[src/rtl/mmio_timer.sv]
// mmio_timer: memory-mapped programmable interval timer.
// A 16-byte register window holds CTRL, COUNT, COMPARE and STATUS.
// A prescaled 32-bit up-counter raises a sticky MATCH flag and a one-cycle
// interrupt pulse when it equals COMPARE.
module mmio_timer #(
    parameter logic [31:0] BASE_AD    = 32'h1180_0000,
    parameter int unsigned PRESCALE_W = 8
) (
    input  logic        CLK,
    input  logic        RST,
    input  logic        MMIO_EN,
    input  logic        MMIO_WE,
    input  logic [29:0] MMIO_WADDR,
    input  logic [3:0]  MMIO_BE,
    input  logic [31:0] MMIO_DIN,
    output logic [31:0] MMIO_DOUT,
    output logic        INTR
);

    typedef enum logic [1:0] {
        REG_CTRL    = 2'd0,
        REG_COUNT   = 2'd1,
        REG_COMPARE = 2'd2,
        REG_STATUS  = 2'd3
    } reg_sel_e;

    // Implemented CTRL bits: EN, AUTO_RELOAD, IRQ_EN and the PRESCALE field.
    localparam logic [31:0] CTRL_MASK =
        32'h0000_0007 | (((32'h1 << PRESCALE_W) - 32'h1) << 8);

    logic [31:0]           ctrl_q,    ctrl_d;
    logic [31:0]           count_q,   count_d;
    logic [31:0]           compare_q, compare_d;
    logic                  match_q,   match_d;
    logic [PRESCALE_W-1:0] pcnt_q,    pcnt_d;
    logic                  intr_q,    intr_d;
    logic [31:0]           dout_q,    dout_d;

    // Bus decode
    logic        hit;
    logic        wr;
    logic        rd;
    reg_sel_e    sel;
    logic [31:0] be_mask;
    logic [31:0] rdata;

    assign hit     = (MMIO_WADDR[29:2] == BASE_AD[31:4]);
    assign sel     = reg_sel_e'(MMIO_WADDR[1:0]);
    assign wr      = MMIO_EN & MMIO_WE & hit;
    assign rd      = MMIO_EN & ~MMIO_WE & hit;
    assign be_mask = {{8{MMIO_BE[3]}}, {8{MMIO_BE[2]}}, {8{MMIO_BE[1]}}, {8{MMIO_BE[0]}}};

    // CTRL fields
    logic                  ctrl_en;
    logic                  ctrl_auto;
    logic                  ctrl_irq_en;
    logic [PRESCALE_W-1:0] ctrl_prescale;

    assign ctrl_en       = ctrl_q[0];
    assign ctrl_auto     = ctrl_q[1];
    assign ctrl_irq_en   = ctrl_q[2];
    assign ctrl_prescale = ctrl_q[8 +: PRESCALE_W];

    // Timer events. A bus write to COUNT pre-empts the tick entirely, so no
    // match is evaluated in that cycle. COMPARE is compared as currently held,
    // so a same-cycle COMPARE write only affects later ticks.
    logic tick;
    logic count_wr;
    logic match;

    assign tick     = ctrl_en & (pcnt_q == ctrl_prescale);
    assign count_wr = wr & (sel == REG_COUNT);
    assign match    = tick & ~count_wr & (count_q == compare_q);

    // Read data mux for the addressed register.
    always_comb begin
        rdata = '0;
        unique case (sel)
            REG_CTRL:    rdata = ctrl_q;
            REG_COUNT:   rdata = count_q;
            REG_COMPARE: rdata = compare_q;
            REG_STATUS:  rdata = {31'b0, match_q};
        endcase
    end

    // Next-state logic for registers, prescaler, interrupt and read data.
    always_comb begin
        // NOTE: every signal written here gets a default first so no path can
        // leave it unassigned and infer a latch.
        ctrl_d    = ctrl_q;
        count_d   = count_q;
        compare_d = compare_q;
        match_d   = match_q;
        pcnt_d    = pcnt_q;
        intr_d    = 1'b0;
        dout_d    = dout_q;

        if (wr && sel == REG_CTRL) begin
            ctrl_d = ((ctrl_q & ~be_mask) | (MMIO_DIN & be_mask)) & CTRL_MASK;
        end
        if (wr && sel == REG_COMPARE) begin
            compare_d = (compare_q & ~be_mask) | (MMIO_DIN & be_mask);
        end

        // Prescaler: cleared by any CTRL write, parked at 0 while disabled.
        if ((wr && sel == REG_CTRL) || !ctrl_en || tick) begin
            pcnt_d = '0;
        end else begin
            pcnt_d = pcnt_q + PRESCALE_W'(1);
        end

        if (count_wr) begin
            count_d = (count_q & ~be_mask) | (MMIO_DIN & be_mask);
        end else if (tick) begin
            count_d = (match && ctrl_auto) ? 32'd0 : count_q + 32'd1;
        end

        // Set has priority over a same-cycle write-1-to-clear.
        if (match) begin
            match_d = 1'b1;
        end else if (wr && sel == REG_STATUS && MMIO_BE[0] && MMIO_DIN[0]) begin
            match_d = 1'b0;
        end

        intr_d = match & ctrl_irq_en;

        if (rd) begin
            dout_d = rdata;
        end
    end

    // State registers with synchronous reset; reset also drops a pending pulse.
    always_ff @(posedge CLK) begin
        // NOTE: sequential state uses non-blocking assignments so all registers
        // update together from values sampled before the edge.
        if (RST) begin
            ctrl_q    <= '0;
            count_q   <= '0;
            compare_q <= '0;
            match_q   <= 1'b0;
            pcnt_q    <= '0;
            intr_q    <= 1'b0;
            dout_q    <= '0;
        end else begin
            ctrl_q    <= ctrl_d;
            count_q   <= count_d;
            compare_q <= compare_d;
            match_q   <= match_d;
            pcnt_q    <= pcnt_d;
            intr_q    <= intr_d;
            dout_q    <= dout_d;
        end
    end

    assign MMIO_DOUT = dout_q;
    assign INTR      = intr_q;

endmodule

[config.mk]
export PLATFORM = sky130hd
export DESIGN_NAME = mmio_timer
export DESIGN_NICKNAME = d
export VERILOG_FILES = /design/src/rtl/mmio_timer.sv
export SDC_FILE = /design/constraint.sdc
export NUM_CORES = 1
export LEC_CHECK = 0
export ABC_AREA = 1
export BUFFER_PORTS_ARGS = -buffer_cell sky130_fd_sc_hd__clkbuf_2
export CAP_MARGIN = 20
export CORE_MARGIN = 4
export CORE_UTILIZATION = 40
export CTS_CLUSTER_DIAMETER = 40
export DETAILED_ROUTE_END_ITERATION = 7
export MAX_ROUTING_LAYER = met4
export SYNTH_ARGS = -nofsm -noshare
export SYNTH_HDL_FRONTEND = slang
export SYNTH_SLANG_ARGS = --single-unit
[constraint.sdc]
create_clock -name CLK -period 5.2 [get_ports CLK]
set_input_delay 0.52 -clock CLK [delete_from_list [all_inputs] [get_ports CLK]]
set_output_delay 0.52 -clock CLK [all_outputs]
set_load 0.01 [all_outputs]
==> summary.txt <==
Global routing
  • Congestion Overflow GR: 0
  • Antenna violations before repair: 0
  • Grt peak-use layer: met2
  • Met2 GRT Util: around 34%
  • First-pass GRT wire length: 35300 um
  • Largest net degree at the start of global routing: 69
  • Tot GR Track Use: between 20% and 30%
  • Vias in the first global route: 6953
  • Global-route met3 utilization: ~3.9%
  • Met1 Usage GRT: around 30%

Layout
  • Layout Utilization: between 40% and 50%
  • Final Non-Filler Cells: 1438
  • Multi-input logic area: roughly 4200 um2
  • Design Area, Final: between 8000 and 9000 um2
  • Register area: about 2300 um2
  • Layout fillers: slightly below 2000
  • Synthesis-to-layout area growth: 15.9%
  • Final antenna diode count: 0
  • Final net count: 1268
  • Share of cells above drive strength 1: between 10% and 20%

Placement
  • DP Area: slightly below 8000 um2
  • Placed wire-length estimate: about 16000 um
  • Dpl ws: around 2.1 ns
  • Inst Count DP: around 1400
  • GP Congestion: 0.901
  • Number of port buffers: 102

Synth
  • Yosys top cell area share: between 30% and 40%
  • Yosys warnings: 0
  • Synth area leaders: dfxtp_1 32%, nand2_1 14%, nor2_1 9.7%
  • Post-synth ARST share: 0%
  • Synth area leader: dfxtp_1
  • Top_reg_cell synth: dfxtp_1
  • Post-synth top cells: 272 x nand2_1, 190 x nor2_1, 133 x inv_1
  • Register bit total from synthesis: 117
  • EDFF count, synth: 0
  • Cell variety after synth: 42
  • Synth Cell Area: about 7400 um2
  • Leading cell type by number of instances after synthesis: nand2_1
  • Avg Cell Area, Syn: roughly 6.6 um2
  • Post-synthesis sequential area ratio: between 30% and 40%
  • Gate Count Post-Synth: between 1000 and 1500
  • Syn nets: between 1000 and 1500

Detailed routing
  • DRC viols: 0
  • Via density: 5.09
  • Routed WL: around 21000 um
  • Via count: around 7300
  • Routed Antenna Nets: 0
  • DRT Pass-1 Iters: 5
  • DR WL/cell: ~15 um
  • DR iter-0 viols: 465

Timing
  • Setup_tns: 0 ns
  • RSZ-0062 raised after global routing: false
  • Crit path time final: between 2 and 3 ns
  • Fmax: 375 MHz
  • Final Cycle Share: about half
  • Final-report setup violation count: 0
  • Least-Margin Pin Slew: between 0.9 and 1 ns
  • PnR worst setup slack: about 2.5 ns
  • Clock Skew: about 0.0093 ns
  • Final hold viol count: 0
  • Final Slew Violations: 0
  • Slew HR: approximately a third

Setup path
  • CP Launch Type: input port
  • CP arrival: just over 3 ns
  • CP Data Required Time: between 5 and 6 ns
  • FF-to-FF setup slack: 2.74 ns
  • Worst Path Max Fanout: roughly 40
  • Critical path type: input port to register
  • CP endpoint kind: register

Die
  • Die height: about 140 um
  • Die area: about 21000 um2
  • Die width: roughly 140 um
  • Initial Util: between 40% and 50%
  • Area of the core: 18000 um2
  • I/O pins: between 100 and 150
  • FP Rows: between 40 and 50

Pwr
  • Combinational power share: 4.4%
  • Peak supply drop: around 0.24 mV
  • PD cells: ~260 nW/um2
  • Pleak: 0.00383 uW
  • Clock share of power: roughly 55%
  • Pint: 1690 uW
  • Sw Ratio: a little under a quarter
  • Psw: 508 uW
  • Reg power frac: around two fifths

Clocking
  • CTS H-tree lvls: 4
  • Clock Path Buffers: 2
  • CTS resizes: 0
  • Total CTS buffers: 17
  • Hold Buf Count CTS: 0
  • CTS Root Cell: clkbuf_16
  • Clock-pin slew of the registers on the worst-case setup and hold paths: about 0.06 ns
  • Setup repair bufs after CTS: 0
  • CTS tree: built
  • Clk_lat worst skew: about 0.42 ns
  • Clock sink count: ~120

Status
  • Run status: completed

Job
  • MaxCap Viol Count: 0

Worst hold path
  • Worst hold path type: input port to register
==> routing by layer <==
metal,share of wire (%),vias to the layer above
met4,0.95,0
met5,0,-
met3,4.0,18
met2,45,155
li1,-,3763
met1,50,3387
==> worst paths after layout <==
path | from | endpoint | cells past startpoint
worst min-delay path | MMIO_DIN[7] | register | 3
worst max register to register | register | register | 11
worst max-delay path | MMIO_WADDR[0] | register | 8
worst min register to register | register | INTR | 2
==> power groups by stage <==
stage / logic (uW) / clock network [uW] / registers, uW
2_1_floorplan: 44.8 / 0 / 916
3_5_place_dp: 97.9 / 0 / 916
4_1_cts: 98.1 / 1220 / 897
3_3_place_gp: 97.9 / 0 / 916
6_report: 97.8 / 1200 / 897
5_1_grt: 108 / 1260 / 896
==> per-stage QoR <==
step	hold slack (ns)	total power (uW)
after global routing	0.404	2260
after global placement	0.455	1010
after floorplan	0.438	961
final	0.398	2200
after CTS	0.393	2220
after detailed placement	0.468	1010
==> critical path: stages <==
cell and delay [ns]:
clkbuf_2 0.13, inv_1 0.08, nor2_4 0.07, buf_4 0.39, nand3_4 0.47, nand2_1 0.87
o21ai_0 0.26, a21oi_2 0.19
==> kinds of logic after synthesis <==
kind of cell	share of synthesized area [%]
buf+inv	11.0
flops	31.8
compound gates	16.8
xor+xnor	4.04
fa+ha+maj	0.340
simple gates	36.0
==> final cells by class <==
| cell class | count | area share, % |
|---|---|---|
| Tap cell | 229 | 3.36 |
| Sequential cell | 117 | 27.4 |
| Clock inverter | 13 | 1.83 |
| Multi-Input combinational cell | 808 | 49.4 |
| Timing Repair Buffer | 107 | 6.45 |
| Inverter | 145 | 6.37 |
| Clock buffer | 19 | 5.19 |
==> cells in the final DEF, fill, tap and decap left out, types with 19 or more instances in the layout <==
master | Yosys | layout
xor2_1 | 32 | 32
inv_1 | 133 | 133
a311oi_1 | 21 | 21
a211oi_2 | 39 | 39
dfxtp_1 | 117 | 117
nand2_1 | 272 | 272
nor2_1 | 190 | 189
a21oi_1 | 54 | 54
clkbuf_2 | 1 | 101
nand3_1 | 64 | 64
nor3_1 | 19 | 19
o21ai_0 | 30 | 30
(Power assumes the default switching activity.)
